===== src/rtl/alu_exec_if.sv =====
// RS->ALU issue bus and ALU common-data-bus broadcast, bundled for the execute unit.
// The master side is the issuing RS plus the CDB arbiter; the slave side is the ALU.
interface alu_exec_if #(
  parameter int XLEN      = 32,
  parameter int ROB_IDX_W = 5,
  parameter int OP_W      = 6
) ();
  logic                 alu_enable;
  logic [OP_W-1:0]      to_alu_op;
  logic [XLEN-1:0]      to_alu_rs1_value;
  logic [XLEN-1:0]      to_alu_rs2_value;
  logic [XLEN-1:0]      to_alu_imm;
  logic [XLEN-1:0]      to_alu_pc;
  logic [ROB_IDX_W-1:0] to_alu_rd_renaming;
  logic                 cdb_grant;
  logic                 alu_full;
  logic                 alu_broadcast;
  logic [XLEN-1:0]      alu_cbd_value;
  logic [ROB_IDX_W-1:0] alu_update_rename;
  logic                 alu_is_branch;
  logic                 alu_taken;
  logic [XLEN-1:0]      alu_target_pc;

  modport master (
    output alu_enable, to_alu_op, to_alu_rs1_value, to_alu_rs2_value, to_alu_imm,
           to_alu_pc, to_alu_rd_renaming, cdb_grant,
    input  alu_full, alu_broadcast, alu_cbd_value, alu_update_rename, alu_is_branch,
           alu_taken, alu_target_pc
  );

  modport slave (
    input  alu_enable, to_alu_op, to_alu_rs1_value, to_alu_rs2_value, to_alu_imm,
           to_alu_pc, to_alu_rd_renaming, cdb_grant,
    output alu_full, alu_broadcast, alu_cbd_value, alu_update_rename, alu_is_branch,
           alu_taken, alu_target_pc
  );
endinterface


===== src/rtl/alu_exec_unit.sv =====
// RV32I integer execute unit: computes one issued op per cycle, queues the result in a
// small FIFO and broadcasts the FIFO head on the ALU CDB until the arbiter grants it.

// Watches for an issue presented while the FIFO is full and nothing is leaving.
module alu_exec_checker (
  input logic clk,
  input logic rst,
  input logic i_rdy,
  input logic i_jump_wrong,
  input logic i_enable,
  input logic i_full,
  input logic i_pop
);
  // An issue into a full FIFO with no pop would be lost, so the RS must never do it.
  a_no_overflow: assert property (@(posedge clk) disable iff (rst || i_jump_wrong)
    !(i_enable && i_rdy && i_full && !i_pop))
    else $error("alu_exec_unit: issue dropped, result FIFO full");
endmodule

module alu_exec_unit #(
  parameter int XLEN      = 32,
  parameter int ROB_IDX_W = 5,
  parameter int OP_W      = 6,
  parameter int RQ_DEPTH  = 4
) (
  input  logic        clk,
  input  logic        rst,
  input  logic        i_rdy,
  input  logic        i_jump_wrong,
  alu_exec_if.slave   bus
);
  localparam int PTR_W = $clog2(RQ_DEPTH);
  localparam int CNT_W = PTR_W + 1;
  localparam logic [CNT_W-1:0] DEPTH_C = CNT_W'(RQ_DEPTH);

  // Opcode encodings shared with the decoder.
  localparam logic [OP_W-1:0] OP_LUI   = OP_W'(1);
  localparam logic [OP_W-1:0] OP_AUIPC = OP_W'(2);
  localparam logic [OP_W-1:0] OP_JAL   = OP_W'(3);
  localparam logic [OP_W-1:0] OP_JALR  = OP_W'(4);
  localparam logic [OP_W-1:0] OP_BEQ   = OP_W'(5);
  localparam logic [OP_W-1:0] OP_BNE   = OP_W'(6);
  localparam logic [OP_W-1:0] OP_BLT   = OP_W'(7);
  localparam logic [OP_W-1:0] OP_BGE   = OP_W'(8);
  localparam logic [OP_W-1:0] OP_BLTU  = OP_W'(9);
  localparam logic [OP_W-1:0] OP_BGEU  = OP_W'(10);
  localparam logic [OP_W-1:0] OP_ADDI  = OP_W'(19);
  localparam logic [OP_W-1:0] OP_SLTI  = OP_W'(20);
  localparam logic [OP_W-1:0] OP_SLTIU = OP_W'(21);
  localparam logic [OP_W-1:0] OP_XORI  = OP_W'(22);
  localparam logic [OP_W-1:0] OP_ORI   = OP_W'(23);
  localparam logic [OP_W-1:0] OP_ANDI  = OP_W'(24);
  localparam logic [OP_W-1:0] OP_SLLI  = OP_W'(25);
  localparam logic [OP_W-1:0] OP_SRLI  = OP_W'(26);
  localparam logic [OP_W-1:0] OP_SRAI  = OP_W'(27);
  localparam logic [OP_W-1:0] OP_ADD   = OP_W'(28);
  localparam logic [OP_W-1:0] OP_SUB   = OP_W'(29);
  localparam logic [OP_W-1:0] OP_SLL   = OP_W'(30);
  localparam logic [OP_W-1:0] OP_SLT   = OP_W'(31);
  localparam logic [OP_W-1:0] OP_SLTU  = OP_W'(32);
  localparam logic [OP_W-1:0] OP_XOR   = OP_W'(33);
  localparam logic [OP_W-1:0] OP_SRL   = OP_W'(34);
  localparam logic [OP_W-1:0] OP_SRA   = OP_W'(35);
  localparam logic [OP_W-1:0] OP_OR    = OP_W'(36);
  localparam logic [OP_W-1:0] OP_AND   = OP_W'(37);

  // FIFO storage and control
  logic [XLEN-1:0]      r_mem_val [RQ_DEPTH];
  logic [ROB_IDX_W-1:0] r_mem_tag [RQ_DEPTH];
  logic                 r_mem_br  [RQ_DEPTH];
  logic                 r_mem_tk  [RQ_DEPTH];
  logic [XLEN-1:0]      r_mem_tgt [RQ_DEPTH];
  logic [PTR_W-1:0]     r_head, r_tail;
  logic [CNT_W-1:0]     r_count;

  // Registered head outputs
  logic                 r_bcast, r_full, r_br, r_tk;
  logic [XLEN-1:0]      r_val, r_tgt;
  logic [ROB_IDX_W-1:0] r_tag;

  logic [XLEN-1:0]      w_op2, w_pc4, w_pcimm, w_val, w_tgt;
  logic                 w_br, w_tk, w_cond_br;
  logic                 w_flush, w_pop, w_push;
  logic [PTR_W-1:0]     w_head_nxt;
  logic [CNT_W-1:0]     w_rem, w_cnt_nxt;
  logic [XLEN-1:0]      w_nh_val, w_nh_tgt;
  logic [ROB_IDX_W-1:0] w_nh_tag;
  logic                 w_nh_br, w_nh_tk;

  // I-form ops take the immediate as second operand.
  always_comb begin
    w_op2 = bus.to_alu_rs2_value;
    if ((bus.to_alu_op >= OP_ADDI) && (bus.to_alu_op <= OP_SRAI)) begin
      w_op2 = bus.to_alu_imm;
    end else begin
      w_op2 = bus.to_alu_rs2_value;
    end
  end

  // Result, branch outcome and resolved next pc for the op on the issue bus.
  always_comb begin
    w_pc4     = bus.to_alu_pc + XLEN'(4);
    w_pcimm   = bus.to_alu_pc + bus.to_alu_imm;
    w_val     = {XLEN{1'b0}};
    w_br      = 1'b0;
    w_tk      = 1'b0;
    w_cond_br = 1'b0;
    w_tgt     = w_pc4;
    case (bus.to_alu_op)
      OP_LUI:   w_val = bus.to_alu_imm;
      OP_AUIPC: w_val = w_pcimm;
      OP_JAL:   begin w_val = w_pc4; w_br = 1'b1; w_tk = 1'b1; w_tgt = w_pcimm; end
      OP_JALR:  begin
        w_val = w_pc4; w_br = 1'b1; w_tk = 1'b1;
        w_tgt = (bus.to_alu_rs1_value + bus.to_alu_imm) & ~XLEN'(1);
      end
      OP_BEQ:   begin w_cond_br = 1'b1; w_tk = (bus.to_alu_rs1_value == bus.to_alu_rs2_value); end
      OP_BNE:   begin w_cond_br = 1'b1; w_tk = (bus.to_alu_rs1_value != bus.to_alu_rs2_value); end
      OP_BLT:   begin w_cond_br = 1'b1; w_tk = ($signed(bus.to_alu_rs1_value) <  $signed(bus.to_alu_rs2_value)); end
      OP_BGE:   begin w_cond_br = 1'b1; w_tk = ($signed(bus.to_alu_rs1_value) >= $signed(bus.to_alu_rs2_value)); end
      OP_BLTU:  begin w_cond_br = 1'b1; w_tk = (bus.to_alu_rs1_value <  bus.to_alu_rs2_value); end
      OP_BGEU:  begin w_cond_br = 1'b1; w_tk = (bus.to_alu_rs1_value >= bus.to_alu_rs2_value); end
      OP_ADD, OP_ADDI:   w_val = bus.to_alu_rs1_value + w_op2;
      OP_SUB:            w_val = bus.to_alu_rs1_value - w_op2;
      OP_AND, OP_ANDI:   w_val = bus.to_alu_rs1_value & w_op2;
      OP_OR,  OP_ORI:    w_val = bus.to_alu_rs1_value | w_op2;
      OP_XOR, OP_XORI:   w_val = bus.to_alu_rs1_value ^ w_op2;
      OP_SLT, OP_SLTI:   w_val = {{(XLEN-1){1'b0}}, ($signed(bus.to_alu_rs1_value) < $signed(w_op2))};
      OP_SLTU, OP_SLTIU: w_val = {{(XLEN-1){1'b0}}, (bus.to_alu_rs1_value < w_op2)};
      OP_SLL, OP_SLLI:   w_val = bus.to_alu_rs1_value << w_op2[4:0];
      OP_SRL, OP_SRLI:   w_val = bus.to_alu_rs1_value >> w_op2[4:0];
      OP_SRA, OP_SRAI:   w_val = $signed(bus.to_alu_rs1_value) >>> w_op2[4:0];
      default:           w_val = {XLEN{1'b0}};
    endcase
    if (w_cond_br) begin
      w_br  = 1'b1;
      w_val = {{(XLEN-1){1'b0}}, w_tk};
      w_tgt = w_tk ? w_pcimm : w_pc4;
    end else begin
      w_br  = w_br;
    end
  end

  // FIFO handshake: flush beats everything, rdy gates both push and pop.
  always_comb begin
    w_flush    = rst || i_jump_wrong;
    w_pop      = r_bcast && bus.cdb_grant && i_rdy;
    w_push     = bus.alu_enable && i_rdy && !w_flush && ((r_count < DEPTH_C) || w_pop);
    w_head_nxt = w_pop ? (r_head + PTR_W'(1)) : r_head;
    w_rem      = r_count - CNT_W'(w_pop);
    w_cnt_nxt  = w_rem + CNT_W'(w_push);
  end

  // Head contents after this edge; bypass the fresh result when it lands at an empty head.
  always_comb begin
    w_nh_val = {XLEN{1'b0}};
    w_nh_tag = {ROB_IDX_W{1'b0}};
    w_nh_br  = 1'b0;
    w_nh_tk  = 1'b0;
    w_nh_tgt = {XLEN{1'b0}};
    if (w_cnt_nxt == {CNT_W{1'b0}}) begin
      w_nh_val = {XLEN{1'b0}};
    end else if (w_rem == {CNT_W{1'b0}}) begin
      w_nh_val = w_val;
      w_nh_tag = bus.to_alu_rd_renaming;
      w_nh_br  = w_br;
      w_nh_tk  = w_tk;
      w_nh_tgt = w_tgt;
    end else begin
      w_nh_val = r_mem_val[w_head_nxt];
      w_nh_tag = r_mem_tag[w_head_nxt];
      w_nh_br  = r_mem_br[w_head_nxt];
      w_nh_tk  = r_mem_tk[w_head_nxt];
      w_nh_tgt = r_mem_tgt[w_head_nxt];
    end
  end

  // Result storage write at the tail.
  always_ff @(posedge clk) begin
    if (w_push) begin
      r_mem_val[r_tail] <= w_val;
      r_mem_tag[r_tail] <= bus.to_alu_rd_renaming;
      r_mem_br[r_tail]  <= w_br;
      r_mem_tk[r_tail]  <= w_tk;
      r_mem_tgt[r_tail] <= w_tgt;
    end
  end

  // Pointers, occupancy and registered head outputs; frozen while rdy is low.
  always_ff @(posedge clk) begin
    if (w_flush) begin
      r_head  <= {PTR_W{1'b0}};
      r_tail  <= {PTR_W{1'b0}};
      r_count <= {CNT_W{1'b0}};
      r_bcast <= 1'b0;
      r_full  <= 1'b0;
      r_val   <= {XLEN{1'b0}};
      r_tag   <= {ROB_IDX_W{1'b0}};
      r_br    <= 1'b0;
      r_tk    <= 1'b0;
      r_tgt   <= {XLEN{1'b0}};
    end else if (i_rdy) begin
      r_head  <= w_head_nxt;
      r_tail  <= w_push ? (r_tail + PTR_W'(1)) : r_tail;
      r_count <= w_cnt_nxt;
      r_bcast <= (w_cnt_nxt != {CNT_W{1'b0}});
      r_full  <= (w_cnt_nxt == DEPTH_C);
      r_val   <= w_nh_val;
      r_tag   <= w_nh_tag;
      r_br    <= w_nh_br;
      r_tk    <= w_nh_tk;
      r_tgt   <= w_nh_tgt;
    end
  end

  assign bus.alu_full          = r_full;
  assign bus.alu_broadcast     = r_bcast;
  assign bus.alu_cbd_value     = r_val;
  assign bus.alu_update_rename = r_tag;
  assign bus.alu_is_branch     = r_br;
  assign bus.alu_taken         = r_tk;
  assign bus.alu_target_pc     = r_tgt;

  alu_exec_checker u_checker (
    .clk          (clk),
    .rst          (rst),
    .i_rdy        (i_rdy),
    .i_jump_wrong (i_jump_wrong),
    .i_enable     (bus.alu_enable),
    .i_full       (r_full),
    .i_pop        (w_pop)
  );
endmodule


===== src/flat_wrapper.sv =====
// flat-port wrapper written by rule: the top's interface ports become plain ports
module alu_exec_unit_flat 
#(
  parameter int XLEN      = 32,
  parameter int ROB_IDX_W = 5,
  parameter int OP_W      = 6,
  parameter int RQ_DEPTH  = 4
)
  (clk, rst, i_rdy, i_jump_wrong, bus_alu_enable, bus_to_alu_op, bus_to_alu_rs1_value, bus_to_alu_rs2_value, bus_to_alu_imm, bus_to_alu_pc, bus_to_alu_rd_renaming, bus_cdb_grant, bus_alu_full, bus_alu_broadcast, bus_alu_cbd_value, bus_alu_update_rename, bus_alu_is_branch, bus_alu_taken, bus_alu_target_pc);
  alu_exec_if #(.XLEN(XLEN), .ROB_IDX_W(ROB_IDX_W), .OP_W(OP_W)) bus_i ();
  input  logic clk;
  input  logic rst;
  input  logic i_rdy;
  input  logic i_jump_wrong;
  input wire logic [$bits(bus_i.alu_enable)-1:0] bus_alu_enable;
  input wire logic [$bits(bus_i.to_alu_op)-1:0] bus_to_alu_op;
  input wire logic [$bits(bus_i.to_alu_rs1_value)-1:0] bus_to_alu_rs1_value;
  input wire logic [$bits(bus_i.to_alu_rs2_value)-1:0] bus_to_alu_rs2_value;
  input wire logic [$bits(bus_i.to_alu_imm)-1:0] bus_to_alu_imm;
  input wire logic [$bits(bus_i.to_alu_pc)-1:0] bus_to_alu_pc;
  input wire logic [$bits(bus_i.to_alu_rd_renaming)-1:0] bus_to_alu_rd_renaming;
  input wire logic [$bits(bus_i.cdb_grant)-1:0] bus_cdb_grant;
  output wire logic [$bits(bus_i.alu_full)-1:0] bus_alu_full;
  output wire logic [$bits(bus_i.alu_broadcast)-1:0] bus_alu_broadcast;
  output wire logic [$bits(bus_i.alu_cbd_value)-1:0] bus_alu_cbd_value;
  output wire logic [$bits(bus_i.alu_update_rename)-1:0] bus_alu_update_rename;
  output wire logic [$bits(bus_i.alu_is_branch)-1:0] bus_alu_is_branch;
  output wire logic [$bits(bus_i.alu_taken)-1:0] bus_alu_taken;
  output wire logic [$bits(bus_i.alu_target_pc)-1:0] bus_alu_target_pc;
  assign bus_i.alu_enable = bus_alu_enable;
  assign bus_i.to_alu_op = bus_to_alu_op;
  assign bus_i.to_alu_rs1_value = bus_to_alu_rs1_value;
  assign bus_i.to_alu_rs2_value = bus_to_alu_rs2_value;
  assign bus_i.to_alu_imm = bus_to_alu_imm;
  assign bus_i.to_alu_pc = bus_to_alu_pc;
  assign bus_i.to_alu_rd_renaming = bus_to_alu_rd_renaming;
  assign bus_i.cdb_grant = bus_cdb_grant;
  assign bus_alu_full = bus_i.alu_full;
  assign bus_alu_broadcast = bus_i.alu_broadcast;
  assign bus_alu_cbd_value = bus_i.alu_cbd_value;
  assign bus_alu_update_rename = bus_i.alu_update_rename;
  assign bus_alu_is_branch = bus_i.alu_is_branch;
  assign bus_alu_taken = bus_i.alu_taken;
  assign bus_alu_target_pc = bus_i.alu_target_pc;
  alu_exec_unit #(.XLEN(XLEN), .ROB_IDX_W(ROB_IDX_W), .OP_W(OP_W), .RQ_DEPTH(RQ_DEPTH)) u_core (.clk(clk), .rst(rst), .i_rdy(i_rdy), .i_jump_wrong(i_jump_wrong), .bus(bus_i));
endmodule

===== config.mk =====
export PLATFORM = sky130hd
export DESIGN_NAME = alu_exec_unit_flat
export DESIGN_NICKNAME = d
export VERILOG_FILES = /design/src/rtl/alu_exec_if.sv /design/src/rtl/alu_exec_unit.sv /design/src/flat_wrapper.sv
export SDC_FILE = /design/constraint.sdc
export NUM_CORES = 1
export LEC_CHECK = 0
export CAP_MARGIN = 30
export CORE_MARGIN = 5
export CORE_UTILIZATION = 40
export CTS_BUF_LIST = sky130_fd_sc_hd__clkbuf_4 sky130_fd_sc_hd__clkbuf_8
export CTS_CLUSTER_SIZE = 10
export DETAILED_ROUTE_END_ITERATION = 7
export MAX_ROUTING_LAYER = met4
export RECOVER_POWER = 25
export REMOVE_ABC_BUFFERS = 1
export SLEW_MARGIN = 0
export SYNTH_ARGS = -nofsm -noshare
export SYNTH_HDL_FRONTEND = slang
export SYNTH_SLANG_ARGS = --single-unit

===== constraint.sdc =====
create_clock -name clk -period 14.6 [get_ports clk]
set_input_delay 2.92 -clock clk [delete_from_list [all_inputs] [get_ports clk]]
set_output_delay 2.92 -clock clk [all_outputs]
set_load 0.05 [all_outputs]

# After elaboration in Yosys (flattened, before gate mapping)
# Memories as Yosys holds them, arrays and structs flattened.
# Cells that the tools add are included.
[classes] n_mux=23 add_sub_neg=9 n_lt_le_gt_ge=9 n_bitwise=3 n_eq_ne=32 n_shift=3 reduce_logical=24
[op_table] operator="$pmux 32 s13" n=1
[op_table] operator="$mux 32" n=8
[op_table] operator="$lt 32x32->1" n=4
[op_table] operator="$add 32x32->32" n=3
[op_table] operator="$eq 6x5->1 const B" n=13
[op_table] operator="$ge 32x32->1" n=2
[op_table] operator="$pmux 32 s2" n=1
[op_table] operator="$eq 6x6->1 const B" n=6
[op_table] operator="$add 32x3->32 const B" n=1
[op_table] operator="$and 32x32->32" n=1
[op_table] operator="$eq 32x32->1" n=1
[op_table] operator="$ne 32x32->1" n=1
[op_table] operator="$or 32x32->32" n=1
[op_table] operator="$shl 32x5->32" n=1
[op_table] operator="$shr 32x5->32" n=1
[op_table] operator="$sshr 32x5->32" n=1
[op_table] operator="$sub 32x32->32" n=1
[op_table] operator="$xor 32x32->32" n=1
[op_table] operator="$eq 6x3->1 const B" n=4
[op_table] operator="$reduce_or 2->1" n=10
[op_table] operator="$eq 6x4->1 const B" n=3
[op_table] operator="$eq 6x2->1 const B" n=2
[op_table] operator="$mux 5" n=2
[op_table] operator="$mux 1" n=9
[op_table] operator="other kinds (17)" n=25
[word_totals] n_memories=5 reg_bits=80 in_bits=145 mem_bits_rw=284 wordCells=118
[mem_list] name="u_core.r_mem_tgt" depth=4 word_bits=32 rd=1 rd_clocked_by_memory_dff=0 wr=1 line_no="alu_exec_unit.sv:72" source="logic [XLEN-1:0] r_mem_tgt [RQ_DEPTH];"
[mem_list] name="u_core.r_mem_val" depth=4 word_bits=32 rd=1 rd_clocked_by_memory_dff=0 wr=1 line_no="alu_exec_unit.sv:68" source="logic [XLEN-1:0] r_mem_val [RQ_DEPTH];"
[mem_list] name="u_core.r_mem_tag" depth=4 word_bits=5 rd=1 rd_clocked_by_memory_dff=0 wr=1 line_no="alu_exec_unit.sv:69" source="logic [ROB_IDX_W-1:0] r_mem_tag [RQ_DEPTH];"
[mem_list] name="u_core.r_mem_br" depth=4 word_bits=1 rd=1 rd_clocked_by_memory_dff=0 wr=1 line_no="alu_exec_unit.sv:70" source="logic r_mem_br [RQ_DEPTH];"
[mem_list] name="u_core.r_mem_tk" depth=4 word_bits=1 rd=1 rd_clocked_by_memory_dff=0 wr=1 line_no="alu_exec_unit.sv:71" source="logic r_mem_tk [RQ_DEPTH];"

# Longest topological paths before layout
# Gate-level depths: netlist (run 1).
[depth] depth_word=8 mapped_depth=22 depth_no_buf=17

# Least setup slack after synthesis (run 1)
# OpenSTA, ideal clock, no wires.
[synth_path] path_kind="input to register" from="in bus_to_alu_op[2]" to="mem u_core.r_mem_val[0][31], data pin" stages=21 slack_ns=6.783 t_arrival_ns=7.530 n_path_buf=5 path_cell_list="buf_2 -> a211oi_2 -> o31ai_1 -> and2_1 -> clkbuf_1 -> inv_1 -> buf_2 -> buf_1 -> clkbuf_1 -> ha_1 -> and3_1 -> a221o_1 -> o211ai_1 -> a31oi_1 -> o31ai_1 -> a21oi_1 -> or2_2 -> nand3_1 -> a21oi_1 -> o41ai_1 -> nand3_1"
[synth_via] elab_chain_len=6 word_cells_on_any_way=55 cone_classes="2 x add/sub; 2 x order compare; 29 x eq/ne; 3 x shift; 4 x mux; 3 x bitwise; 12 x reduce/logical"
[synth_lines] element="start: declaration" line_no="flat_wrapper.sv:16" source="input wire logic [$bits(bus_i.to_alu_op)-1:0] bus_to_alu_op;"
[synth_lines] element="$ge 6x5->1 or $le 6x5->1 (tied branches)" line_no="alu_exec_unit.sv:93" source="if ((bus.to_alu_op >= OP_ADDI) && (bus.to_alu_op <= OP_SRAI)) begin"
[synth_lines] element="$logic_and 1x1->1" line_no="alu_exec_unit.sv:93"
[synth_lines] element="$mux 32" line_no="alu_exec_unit.sv:93"
[synth_lines] element="$sub 32x32->32, or another cell as far along" line_no="alu_exec_unit.sv:124" source="OP_SUB: w_val = bus.to_alu_rs1_value - w_op2;"
[synth_lines] element="$pmux 32 s13" line_no="alu_exec_unit.sv:109" source="case (bus.to_alu_op)"
[synth_lines] element="$mux 32 *" line_no="alu_exec_unit.sv:135" source="if (w_cond_br) begin"
[synth_lines] element="net u_core.w_val[31]" line_no="alu_exec_unit.sv:81" source="logic [XLEN-1:0] w_op2, w_pc4, w_pcimm, w_val, w_tgt;"
[synth_lines] element="end: declaration" line_no="alu_exec_unit.sv:68"
# Mark *: on every way through the listed nets, which the timed path passes. The rest lies on a longest branch.

# Final worst setup path (run 1)
[layout_path] from="in bus_to_alu_op[2]" to="mem u_core.r_mem_val[0][26], data pin"
# The elaborated chain is that of the path after synthesis.

==> metrics.md, run 1 <==
| Metric | Value |
|---|---|
| Status | finished, violations left |
| Failing checks | max-capacitance violations, max-slew violations |
| Pin count of the biggest net entering global routing | 60 |
| Hold crit path type | reg -> reg |
| Clock sinks | about 360 |
| RSZ-0062 raised after global routing | false |
| Final Setup Violations | 0 |
| Period utilisation layout | 62.0% |
| Die H | 283 µm |
| Vias per inst | 6.45 |
| Tot Pwr | 3000 µW |
| Clock share of power | a little under a third |
| DP HPWL | 91.5 mm |
| Router iterations before antenna repair | 6 |
| Synth cell types | 95 |
| Top Usage Layer GRT | met2 |
| Leakage | 0.0135 µW |
| Mapped Area | 29700 µm² |
| Clock-pin slew on the worst setup and hold paths | 0.06 ns |
| Synth Register Bits | 364 |
| Post-layout util | 46.3% |
| PnR worst setup slack | 5.54 ns |
| Worst slack, placed | around 5.1 ns |
| CTS Buf Count | between 50 and 60 |
| Per-cell routed wire length | 28.2 µm |
| CTS Buffer Depth | 3 |
| FF+latch area | ~10000 µm² |
| Fin. Hold Viols | 0 |
| Area leader, netlist | edfxtp_1 |
| Post-cts sizing count | 0 |
| CTS Hold Bufs | 0 |
| Global-route wire length before repair | 177 mm |
| Cells after Synth | roughly 3200 |
| MaxCap Viol Count | 5 |
| Vias | approximately 28000 |
| Sequential fraction of the synthesis area | 34.1% |
| Fillers | just over 7000 |
| Crit Path Max Fanout | 57 |
| Gr ovfl total | 0 |
| Root Driver | clkbuf_8 |
| Synth area leaders | edfxtp_1 29%, ha_1 8.8%, mux4_2 8.6% |
| Pint | 1990 µW |
| Avg Inst Size Synth | ~9.4 µm² |
| Initial antenna violation count | 5 |
| Final Critical Period | 9.06 ns |
| Clk_lat worst skew | roughly 0.65 ns |
| Crit end category | flop |
| Max VDD drop | 0.0607 mV |
| Met1 usage | 42.5% |
| DRT antenna net count | 0 |
| Site Rows | 100 |
| Pwr Density | between 80 and 90 nW/µm² |
| Worst Path Required | ~15 ns |
| Post-synth top area share | roughly 29% |
| Critical Path Start Type | input port |
| GP Congestion | 1.04 |
| Yosys warns | 0 |
| Post-CTS Setup Inserts | 0 |
| H-tree levels | 2 |
| Arrival time worst endpoint | 9.40 ns |
| CTS tree | done |
| Setup TNS | 0 ns |
| Max Freq | 110 MHz |
| Share of cells above drive strength 1 | between 10% and 20% |
| Final #Nets | between 3000 and 4000 |
| Switching share of power | 33.6% |
| DRT iter0 DRCs | 3500 |
| Routed wire length | 122 mm |
| I/O pins | 218 |
| Internal reg-to-reg setup slack | approximately 9.2 ns |
| Worst-margin pin slew | 3.38 ns |
| Worst Skew | 0.0216 ns |
| Area growth, synth to finish | 15.4% |
| Die ar. | 79800 µm² |
| P_sw | around 1000 µW |
| Kind of critical path | in -> reg |
| Met2 GRT Util | 44.4% |
| Post-synth EDFFs | 284 |
| Fraction of registers with async set/reset | 0% |
| Port Buffers | approximately 220 |
| Power share of the combinational group | 30.1% |
| Max-slew headroom at the worst pin | -125% |
| Area of the multi-input gates | 18200 µm² |
| Core area | approximately 74000 µm² |
| Routing usage on met3 | 5.62% |
| Max-slew violations | around 160 |
| Initial Utilization | 40.1% |
| Die width | roughly 280 µm |
| Overall Global Routing Usage | between 30% and 40% |
| DRC viols | 0 |
| Dominant synthesized flop cell | edfxtp_1 |
| Sequential power share | 38.1% |
| Vias in the first global route | about 26000 |
==> worst max-delay path, cell delays in order <==
cell             delay, ns
clkdlybuf4s50_1       0.90
nand2_1               0.45
and4_1                0.38
nor2_4                0.11
buf_4                 0.60
inv_2                 0.04
buf_4                 0.34
ha_1                  0.43
a211oi_1              0.31
o21ai_0               0.16
a21oi_1               0.26
o211ai_1              0.33
a31oi_1               0.60
o211a_1               0.35
o21ai_0               0.13
o211ai_1              0.09
nor4b_1               0.78
inv_1                 0.20
==> layer usage <==
| metal | wire length, µm | part of all wire (%) | up-vias |
|---|---|---|---|
| met5 | 0 | 0 | - |
| met4 | 5070 | 4.1 | 0 |
| met3 | 12900 | 11 | 278 |
| met2 | 52800 | 43 | 1678 |
| met1 | 51600 | 42 | 13600 |
| li1 | - | - | 12500 |
==> state kept, by name (all words and copies together), names as in the netlist <==
register,count
u_core.r_mem_tk,4
u_core.bus.alu_full,1
u_core.bus.alu_update_rename,5
u_core.bus.alu_target_pc,32
u_core.r_head,2
u_core.bus.alu_is_branch,1
u_core.r_mem_tag,20
u_core.r_mem_val,128
u_core.r_mem_tgt,128
u_core.r_count,3
u_core.bus.alu_cbd_value,32
u_core.r_tail,2
u_core.r_mem_br,4
u_core.bus.alu_broadcast,1
u_core.bus.alu_taken,1
==> layout by cell type, fill, tap and decap left out, types with 79 or more instances in the layout <==
master and instances:
a21oi_1 244, clkdlybuf4s50_1 138, dfxtp_1 80, dlygate4sd3_1 79, edfxtp_1 284, ha_1 209
inv_1 168, mux4_2 114, nand2_1 277, nand3_1 92, nor2_1 223, o21ai_0 200
==> stage by stage <==
stage | instance area (µm²) | std cells | hold WS, ns
floorplan | 28900 | 2960 | 0.460
detailed placement | 33000 | 4221 | 0.461
CTS | 34300 | 4332 | 0.469
global placement | 33000 | 4220 | 0.455
finish | 34300 | 4337 | 0.461
global route | 34300 | 4337 | 0.506
==> worst paths after layout <==
check	from	endpoint	cells past startpoint
worst max-delay path	bus_to_alu_op[2]	u_core.r_mem_val[0][26]	18
worst min-delay path	u_core.bus.alu_full	u_core.bus.alu_full	2
worst max register to register	u_core.bus.alu_broadcast	u_core.bus.alu_cbd_value[11]	7
worst min register to register	u_core.bus.alu_full	u_core.bus.alu_full	2
==> cell usage after synthesis (all sizes together), types with 11 or more instances <==
cell and instances:
edfxtp 284, nand2 278, a21oi 246, nor2 230, ha 209, o21ai 203, inv 172, clkbuf 144
mux4 115, nand3 92, dfxtp 80, nor3 79, a21o 77, mux2i 69, xnor2 64, a221oi 49
buf 47, a211oi 46, a22o 43, o211ai 43, a31oi 37, xor2 37, a22oi 35, o22ai 30
nand4 27, and3 26, and2 25, o21bai 24, o221ai 24, o21a 20, nand2b 19, a221o 17
nor2b 17, o31ai 17, a211o 15, mux2 14, nor4 13, o2111ai 13, a21boi 12, or2 11
or3 11
==> cell type report <==
type | instances | area share, %
clock buffers | 92 | 3.24
repair buffers | 294 | 8.02
flip-flops and latches | 364 | 29.5
well taps | 969 | 3.54
multi-input cells | 2422 | 53.2
inverters | 174 | 1.92
clock inverters | 19 | 0.566
diodes | 3 | 0.0219
==> cells by family (layout without fill, tap and decap cells) <==
family	after synthesis	count (layout)	share of synthesized area, %
compound gates	1046	1046	23.9
simple gates	865	865	13.5
buf+inv	365	579	4.94
flops	364	364	34.1
fa+ha+maj	212	212	9.00
mux	198	198	11.6
xor+xnor	101	101	2.98
other cells	0	3	0
==> power by group through the flow <==
stage	clock network, µW	logic, µW	registers [µW]
6_report	952	903	1140
2_1_floorplan	0	534	1170
3_5_place_dp	0	866	1160
5_1_grt	1020	954	1140
4_1_cts	974	870	1140
3_3_place_gp	0	868	1160
Power figures use the tool's default switching activity.
==> run 2, diff against run 1 <==
Clock period 14.6 ns to 8.1 ns, I/O delays scaled along.
==> metrics.md, run 2 (synthesis results as in run 1) <==
| Metric | Value |
|---|---|
| Power share of the combinational group | approximately 31% |
| Final Setup Violations | 0 |
| Pin count of the biggest net entering global routing | 69 |
| Router iterations before antenna repair | 6 |
| Worst-margin pin slew | about 3.2 ns |
| DRT antenna net count | 0 |
| Highest-delay cell along the critical path | a211oi_2 |
| Design area | 34800 µm² |
| Max-slew violations | around 180 |
| Most frequent cells in the layout | 284 x edfxtp_1, 276 x nand2_1, 244 x a21oi_1 |
| Met1 usage | 44.6% |
| Fin. Hold Viols | 0 |
| Clock sinks | 364 |
| CTS Buffer Depth | 3 |
| Post-CTS Setup Inserts | 0 |
| Hold crit path type | reg -> reg |
| Vias in the first global route | 26900 |
| GP Congestion | 1.06 |
| CTS Hold Bufs | 0 |
| Max Freq | 142 MHz |
| Gr ovfl total | 0 |
| Initial antenna violation count | 7 |
| Post-layout util | 47.0% |
| Clock-pin slew on the worst setup and hold paths | 0.06 ns |
| DP Cell Count | 4278 |
| Clock share of power | 32.1% |
| P_sw | 1860 µW |
| RSZ-0062 raised after global routing | false |
| CP peak stage delay | about 0.7 ns |
| Hold slack | roughly 0.46 ns |
| CTS tree | done |
| Routed wire length | 128 mm |
| Crit-path cells | clkdlybuf4s50_1 -> a211oi_2 -> nor3_4 -> buf_12 -> o21ai_0 -> inv_1 -> ha_1 -> inv_1 -> nor2_1 -> a221oi_1 -> a31oi_1 -> o31ai_1 -> a21oi_1 -> or2_2 -> nand3_1 -> a21oi_1 -> o41ai_1 -> nand3_1 |
| DRC viols | 0 |
| Fillers | 7135 |
| Critical Path Start Type | input port |
| Arrival time worst endpoint | 7.42 ns |
| Leakage | between 0.01 and 0.015 µW |
| Setup TNS | 0 ns |
| Port Buffers | 217 |
| Kind of critical path | in -> reg |
| Sequential power share | between 30% and 40% |
| Regs by FF count | u_core.r_mem_tgt: 128 flops, u_core.r_mem_val: 128 flops |
| Die width | ~280 µm |
| Failing checks | max-capacitance violations, max-slew violations |
| Worst Skew | 0.0210 ns |
| Routing usage on met3 | 7.22% |
| Core area | 74100 µm² |
| MaxCap Viol Count | 4 |
| H-tree levels | 2 |
| Crit end category | flop |
| Per-cell routed wire length | approximately 29 µm |
| Pint | 3650 µW |
| Die ar. | 79800 µm² |
| Vias | 28600 |
| Max VDD drop | around 0.12 mV |
| Die H | 283 µm |
| Period utilisation layout | 87.2% |
| Pwr Density | 158 nW/µm² |
| Vias per inst | 6.51 |
| I/O pins | 218 |
| Commonest non-fill, non-tap cell in the layout | edfxtp_1 |
| Root Driver | clkbuf_8 |
| Final #Nets | between 3000 and 4000 |
| DRT iter0 DRCs | 4015 |
| Top Usage Layer GRT | met2 |
| Global-route wire length before repair | about 180 mm |
| Status | finished, violations left |
| Switching share of power | between 30% and 40% |
| Met2 GRT Util | 44.9% |
| Worst Path Required | 8.46 ns |
| Overall Global Routing Usage | 31.9% |
| Crit Path Max Fanout | 55 |
| Final cell count without fillers | 4394 |
| CTS Buf Count | 58 |
| Initial Utilization | 40.1% |
| Site Rows | 100 |
| Clk_lat worst skew | roughly 0.66 ns |
| Area growth, synth to finish | 17.0% |
| Max-slew headroom at the worst pin | -114% |
| Placed Area | about 33000 µm² |
| Final Critical Period | 7.06 ns |
| DP HPWL | 97.3 mm |
| Post-cts sizing count | 0 |
| Share of cells above drive strength 1 | approximately an eighth |
-- run 2: metrics by stage --
stage	setup slack, ns	total power (µW)
after global routing	0.760	5730
final	1.04	5510
after detailed placement	0.600	3710
after global placement	0.732	3720
after floorplan	-1.46	3070
after CTS	1.27	5480
-- run 2: power groups by stage --
stage	Clock, µW	Sequential, µW	Combinational, µW
after global placement	0	2100	1620
after detailed placement	0	2100	1610
after CTS	1800	2060	1620
after global routing	1890	2060	1780
final	1770	2060	1680
after floorplan	0	2100	963
-- run 2: area by class of cell --
type                    count  area [µm²]  share of cell area [%]
well taps                 969        1210                    3.49
clock buffers              83        1020                    2.94
inverters                 174         658                    1.89
flip-flops and latches    364       10100                    29.1
multi-input cells        2422       18200                    52.4
diodes                      6        15.0                  0.0432
clock inverters            27         298                   0.856
repair buffers            349        3220                    9.26
-- run 2: critical path: cells and delay by family --
family                     cells  cell delay [ns]
buffers and inverters          4             1.21
and+or+nand+nor                5             0.77
adders and majority gates      1             0.44
AOI/OAI and AO/OA              8             3.28
-- run 2: routing by layer --
metal / wire length (µm) / vias to the layer above
met5: 0 / -
met4: 6170 / 0
met3: 14900 / 335
met2: 53500 / 1816
met1: 53900 / 13900
li1: - / 12600
-- run 2: final timing paths --
check / startpoint / end / slack [ns] / depth (start not counted)
max: bus_to_alu_op[2] / u_core.r_mem_val[2][31] / 1.04 / 18
min: u_core.bus.alu_full / u_core.bus.alu_full / 0.46 / 2
max reg2reg: u_core.bus.alu_broadcast / u_core.r_mem_val[2][2] / 3.12 / 5
min reg2reg: u_core.bus.alu_full / u_core.bus.alu_full / 0.46 / 2
